File: config.mk
export PLATFORM = sky130hd
export DESIGN_NAME = t04_screen_sequencer_flat
export DESIGN_NICKNAME = d
export VERILOG_FILES = /design/src/rtl/t04_screen_sequencer_if.sv /design/src/rtl/t04_screen_sequencer.sv /design/src/flat_wrapper.sv
export SDC_FILE = /design/constraint.sdc
export NUM_CORES = 1
export LEC_CHECK = 0
export BUFFER_PORTS_ARGS = -buffer_cell sky130_fd_sc_hd__buf_2
export CAP_MARGIN = 20
export CORE_ASPECT_RATIO = 0.6
export CORE_UTILIZATION = 44
export CTS_BUF_LIST = sky130_fd_sc_hd__clkbuf_4
export CTS_CLUSTER_DIAMETER = 80
export DETAILED_ROUTE_END_ITERATION = 10
export PLACE_DENSITY = 0.82
export SYNTH_ARGS = -nofsm -noshare
export SYNTH_HDL_FRONTEND = slang
export SYNTH_SLANG_ARGS = --single-unit
File: constraint.sdc
create_clock -name clk -period 1.16 [get_ports clk]
set_input_delay 0 -clock clk [delete_from_list [all_inputs] [get_ports clk]]
set_output_delay 0 -clock clk [all_outputs]
set_load 0.005 [all_outputs]
File: src/rtl/t04_screen_sequencer_if.sv
// Handshake bundle between the screen sequencer, the screen counter and the LCD byte driver.
interface t04_screen_sequencer_if;
  logic [22:0] ct;
  logic        update_req;
  logic [7:0]  update_cmd;
  logic [15:0] update_pix;
  logic        tx_ready;
  logic        enable_edge;
  logic        ack;
  logic        tx_valid;
  logic [7:0]  tx_byte;
  logic        tx_dc;
  logic        busy;
  logic        err;

  modport master (
    input  ct, update_req, update_cmd, update_pix, tx_ready,
    output enable_edge, ack, tx_valid, tx_byte, tx_dc, busy, err
  );

  modport slave (
    output ct, update_req, update_cmd, update_pix, tx_ready,
    input  enable_edge, ack, tx_valid, tx_byte, tx_dc, busy, err
  );
endinterface

File: src/rtl/t04_screen_sequencer.sv
// Runs one screen update: start pulse, settle on ct, stream cmd + 16-bit pixel, then hold ack
// long enough for the screen counter's synchroniser to observe it.
module t04_screen_sequencer #(
  parameter logic [22:0] WAIT_CT    = 23'd100,
  parameter logic [22:0] TIMEOUT_CT = 23'h7FFFFF,
  parameter int unsigned ACK_CYCLES = 4
) (
  input  logic                          clk,
  input  logic                          rst,
  t04_screen_sequencer_if.master        bus
);

  localparam int unsigned      ACK_W    = $clog2(ACK_CYCLES);
  localparam logic [ACK_W-1:0] ACK_LAST = ACK_W'(ACK_CYCLES - 1);

  typedef enum logic [2:0] {
    IDLE, START, WAIT, SEND_CMD, SEND_HI, SEND_LO, ACK
  } state_t;

  state_t           state, state_next;
  logic [7:0]       cmd_q;
  logic [15:0]      pix_q;
  logic             err_q;
  logic [ACK_W-1:0] ack_cnt;
  logic             sending;
  logic             xfer;
  logic             timeout;

  assign sending = (state == SEND_CMD) || (state == SEND_HI) || (state == SEND_LO);
  assign xfer    = sending && bus.tx_ready;
  // A transfer on the deadline cycle takes priority over abandoning the byte.
  assign timeout = sending && !bus.tx_ready && (bus.ct >= TIMEOUT_CT);

  always_ff @(posedge clk) begin
    if (rst) begin
      state   <= IDLE;
      cmd_q   <= '0;
      pix_q   <= '0;
      err_q   <= 1'b0;
      ack_cnt <= '0;
    end else begin
      state <= state_next;
      if (state == IDLE && bus.update_req) begin
        cmd_q <= bus.update_cmd;
        pix_q <= bus.update_pix;
        err_q <= 1'b0;
      end else if (timeout) begin
        err_q <= 1'b1;
      end
      ack_cnt <= (state == ACK && state_next == ACK) ? ack_cnt + ACK_W'(1) : '0;
    end
  end

  always_comb begin
    state_next = state;
    unique case (state)
      IDLE:     if (bus.update_req) state_next = START;
      START:    state_next = WAIT;
      WAIT:     if (bus.ct >= WAIT_CT) state_next = SEND_CMD;
      SEND_CMD: begin
        if (xfer)         state_next = SEND_HI;
        else if (timeout) state_next = ACK;
      end
      SEND_HI: begin
        if (xfer)         state_next = SEND_LO;
        else if (timeout) state_next = ACK;
      end
      SEND_LO:  if (xfer || timeout) state_next = ACK;
      ACK:      if (ack_cnt == ACK_LAST) state_next = IDLE;
      default:  state_next = IDLE;
    endcase
  end

  always_comb begin
    bus.enable_edge = 1'b0;
    bus.ack         = 1'b0;
    bus.tx_valid    = 1'b0;
    bus.tx_byte     = '0;
    bus.tx_dc       = 1'b0;
    bus.busy        = (state != IDLE);
    bus.err         = err_q;
    unique case (state)
      START:    bus.enable_edge = 1'b1;
      SEND_CMD: begin
        bus.tx_valid = 1'b1;
        bus.tx_byte  = cmd_q;
      end
      SEND_HI: begin
        bus.tx_valid = 1'b1;
        bus.tx_byte  = pix_q[15:8];
        bus.tx_dc    = 1'b1;
      end
      SEND_LO: begin
        bus.tx_valid = 1'b1;
        bus.tx_byte  = pix_q[7:0];
        bus.tx_dc    = 1'b1;
      end
      ACK:      bus.ack = 1'b1;
      default:  ;
    endcase
  end

endmodule
File: src/flat_wrapper.sv
// flat-port wrapper written by rule: the top's interface ports become plain ports
module t04_screen_sequencer_flat 
#(
  parameter logic [22:0] WAIT_CT    = 23'd100,
  parameter logic [22:0] TIMEOUT_CT = 23'h7FFFFF,
  parameter int unsigned ACK_CYCLES = 4
)
  (clk, rst, bus_ct, bus_update_req, bus_update_cmd, bus_update_pix, bus_tx_ready, bus_enable_edge, bus_ack, bus_tx_valid, bus_tx_byte, bus_tx_dc, bus_busy, bus_err);
  t04_screen_sequencer_if bus_i ();
  input  logic clk;
  input  logic rst;
  input wire logic [$bits(bus_i.ct)-1:0] bus_ct;
  input wire logic [$bits(bus_i.update_req)-1:0] bus_update_req;
  input wire logic [$bits(bus_i.update_cmd)-1:0] bus_update_cmd;
  input wire logic [$bits(bus_i.update_pix)-1:0] bus_update_pix;
  input wire logic [$bits(bus_i.tx_ready)-1:0] bus_tx_ready;
  output wire logic [$bits(bus_i.enable_edge)-1:0] bus_enable_edge;
  output wire logic [$bits(bus_i.ack)-1:0] bus_ack;
  output wire logic [$bits(bus_i.tx_valid)-1:0] bus_tx_valid;
  output wire logic [$bits(bus_i.tx_byte)-1:0] bus_tx_byte;
  output wire logic [$bits(bus_i.tx_dc)-1:0] bus_tx_dc;
  output wire logic [$bits(bus_i.busy)-1:0] bus_busy;
  output wire logic [$bits(bus_i.err)-1:0] bus_err;
  assign bus_i.ct = bus_ct;
  assign bus_i.update_req = bus_update_req;
  assign bus_i.update_cmd = bus_update_cmd;
  assign bus_i.update_pix = bus_update_pix;
  assign bus_i.tx_ready = bus_tx_ready;
  assign bus_enable_edge = bus_i.enable_edge;
  assign bus_ack = bus_i.ack;
  assign bus_tx_valid = bus_i.tx_valid;
  assign bus_tx_byte = bus_i.tx_byte;
  assign bus_tx_dc = bus_i.tx_dc;
  assign bus_busy = bus_i.busy;
  assign bus_err = bus_i.err;
  t04_screen_sequencer #(.WAIT_CT(WAIT_CT), .TIMEOUT_CT(TIMEOUT_CT), .ACK_CYCLES(ACK_CYCLES)) u_core (.clk(clk), .rst(rst), .bus(bus_i));
endmodule
==> impl_metrics.csv <==
group,metric,value,unit
run_status,outcome,"finished, violations left",
run_status,violations,"negative setup slack",
global_route,use_met1,38.4,%
setup_path,arrival,1.49,ns
logic_synthesis,synth_xor_area_share,0.595,%
logic_synthesis,synth_area_leaders,"dfxtp_1, nand2_1, a21oi_1",
routing,wl_per_cell,21.3,µm
routing,dr.pass1.iters,5,
setup_path,cp_slowest_stage_delay,0.38,ns
logic_synthesis,synthMuxAreaShare,5.44,%
logic_synthesis,synth_top_area_cell,"dfxtp_1",
pwr,vdd_ir_drop_max,0.000954,V
setup_path,endpoint_kind,"primary output",
pwr,p_clk_share,23.7,%
min_path,hp-start,"bus_ct[13]",
cells_and_area,fin_nets,354,
logic_synthesis,synth_top_area_share,40.8,%
placement,dpl.hpwl,2890,µm
logic_synthesis,syn_area,1470,µm²
placement,placed_area,1900,µm²
logic_synthesis,synth_cells,191,
setup_path,critical_path.cell_chain,"buf_4, nor3_2, buf_4, inv_1, buf_2",
sta,layout_setup_ws,-0.328,ns
setup_path,crit_path_start,"u_core.state[0]",
logic_synthesis,synth_top_family_by_area,"simple AND/OR/NAND/NOR gates",
clocking,clk-insertion-delay-late,0.36,ns
routing,drt_wl_total,7360,µm
pwr,seqPwrFrac,41.8,%
global_route,top_usage_layer,"met2",
clocking,clkTransAtPathRegs,0.10,ns
logic_synthesis,ys_warn_count,0,
floorplan,rows,15,
sta,finalCritPeriodShare,128,%
global_route,grt-ovfl-total,0,
setup_path,r2r_slack,-0.31,ns
pwr,p_per_area,1010,nW/µm²
routing,drt-initial-drc-count,189,
routing,route.detailed.drc,0,
setup_path,path_class,"reg -> out",
sta,slew_viol_final,0,
logic_synthesis,syn_nets,243,
setup_path,cp_data_required_time,1.16,ns
sta,fmax,0.672,GHz
sta,setup_viol_count_final,42,
clocking,cts-buffers-inserted,5,
cells_and_area,final_cell_mix,"buf_2, nand2_1, dfxtp_1",
logic_synthesis,avgSynthCellArea,7.70,µm²
sta,period_needed,1.49,ns
clocking,cts_tree,"built",
cells_and_area,syn_to_final_growth,88.0,%
cells_and_area,final_util,91.6,%
setup_path,worstPathMaxFanout,5,
sta,rsz0062_at_grt,"yes",
floorplan,core_area,3020,µm²
min_path,hold_depth,5,
setup_path,ff2ff_path_depth,6,
logic_synthesis,synth_compound_area_share,16.3,%
global_route,grt_util_met3,6.60,%
sta,worstMarginPinSlew,0.341,ns
global_route,antenna_found_initial,0,
floorplan,die_h,46.8,µm
logic_synthesis,synth_seq_cells,30,
min_path,hold_class,"in -> reg",
setup_path,critPathCapture,"bus_busy",
floorplan,initial_core_util,48.7,%
placement,gp_congestion,0.786,
global_route,grt_pass1_vias,1674,
global_route,grt_max_degree,25,
sta,holdWs,0.144,ns
sta,finalHoldViolations,0,
routing,final_antenna_net_count,0,
clocking,cts_buffer_depth,2,
setup_path,reg2reg_from,"u_core.state[0]",
sta,relSlewSlack,77.0,%
clocking,htreeDepth,2,
logic_synthesis,synth-simple-area-share,29.3,%
pwr,combPwrFrac,34.5,%
cells_and_area,diodes,0,
global_route,grt_first_pass_wirelength,7880,µm
logic_synthesis,synth-seq-area-share,40.8,%
job,cap_violations,0,
floorplan,die_area,3590,µm²
pwr,internal_power,1830,µW
setup_path,crit_top_cell,"buf_4",
setup_path,r2r_end,"u_core.cmd_q[0]",
pwr,swShare,34.7,%
clocking,cts_sinks,30,
placement,io_buffers,64,
floorplan,die_x,76.7,µm
routing,via_per_inst,6.02,
pwr,p_leak,0.00123,µW
logic_synthesis,synth-adder-area-share,0.850,%
sta,clock_skew,0.00503,ns
setup_path,startpoint_type,"register",
cells_and_area,fin_area,2770,µm²
cells_and_area,drive_above_1_share,57.8,%
cells_and_area,fill_cells,119,
setup_path,critPathSlowestCell,"dfxtp_4",
global_route,grt_use_total,29.5,%
clocking,root_buffer,"clkbuf_4",
cells_and_area,layout_commonest_cell,"buf_2",
floorplan,ioPinCount,65,
routing,vias,2076,
pwr,power_switching,972,µW
global_route,grt_util_met2,51.7,%
logic_synthesis,ys_types,33,
==> worst min-delay path by stage <==
| stage | end | slack [ns] |
|---|---|---|
| floorplan | u_core.pix_q[11] | 0.14 |
| global placement | u_core.pix_q[15] | 0.24 |
| detailed placement | u_core.pix_q[1] | 0.25 |
| CTS | u_core.state[2] | 0.11 |
| global route | u_core.state[0] | 0.13 |
| finish | u_core.state[0] | 0.14 |
==> metrics by stage <==
| step | std cells | TNS (ns) | power, µW | worst slack, ns |
|---|---|---|---|---|
| 2_1_floorplan | 191 | -1.33 | 1450 | -0.0635 |
| 3_3_place_gp | 299 | -0.654 | 1650 | -0.0891 |
| 3_5_place_dp | 299 | -0.800 | 1660 | -0.0659 |
| 4_1_cts | 339 | -5.00 | 2420 | -0.185 |
| 5_1_grt | 345 | -12.00 | 2890 | -0.407 |
| 6_report | 345 | -10.21 | 2800 | -0.328 |
==> cell usage after synthesis, drive strengths merged <==
master	n
nor3b	1
nand4	6
o21ai	11
nor3	2
nor2b	1
mux2i	8
a2bb2oi	1
dfxtp	30
nand3	1
buf	10
xnor2	1
clkbuf	3
o311ai	1
nor4b	3
nor2	6
nand3b	1
inv	3
ha	1
or2	1
nand4b	1
a211oi	2
nor4	5
or3	1
a22o	1
o32ai	1
nand2b	1
nand2	60
a21oi	27
and3b	1
==> metal layers <==
layer	routed length [µm]	vias up
met2	3360	188
met5	0	-
met4	293	0
li1	-	893
met3	974	45
met1	2730	950
==> timing repair <==
action                     CTS  global route
hold endpoints to repair    24             0
buffers inserted             7             3
gates cloned                 1             3
pin swaps                   17            37
setup endpoints to repair   42            42
hold buffers                25             0
gates resized for setup     41            73
==> power by group through the flow <==
| stage | sequential [µW] | combinational (µW) | clock, µW |
|---|---|---|---|
| 2_1_floorplan | 1160 | 297 | 0 |
| 3_3_place_gp | 1170 | 475 | 0 |
| 3_5_place_dp | 1180 | 483 | 0 |
| 4_1_cts | 1150 | 655 | 613 |
| 5_1_grt | 1170 | 1000 | 716 |
| 6_report | 1170 | 966 | 662 |
==> area by class of cell <==
class                   count  area, µm²  area share, %
clock buffers               6       45.0           1.63
clock inverters             2       8.76          0.317
inverters                   3       11.3          0.407
multi-input cells         145       1140           41.2
flip-flops and latches     30        612           22.1
well taps                  42       52.6           1.90
repair buffers            117        896           32.4
==> worst max-delay path, delay by kind of cell, from the launching register on <==
family	cells	cell delay [ns]
buffers and inverters	4	0.49
AND/OR/NAND/NOR	1	0.27
flip-flops	1	0.38
==> kinds of logic after synthesis <==
| kind of cell | after synthesis |
|---|---|
| AND/OR/NAND/NOR | 91 |
| flip-flops | 30 |
| AO/OA/AOI/OAI | 44 |
| multiplexers | 8 |
| adder cells (fa/ha/maj) | 1 |
| buffers and inverters | 16 |
| XOR/XNOR | 1 |
==> state kept, by name, summed over array words and instances, names as in the netlist <==
| signal | cells |
|---|---|
| u_core.state | 3 |
| u_core.pix_q | 16 |
| u_core.cmd_q | 8 |
| u_core.ack_cnt | 2 |
| u_core.bus.err | 1 |
No activity file was read; power rests on OpenSTA's default activity.
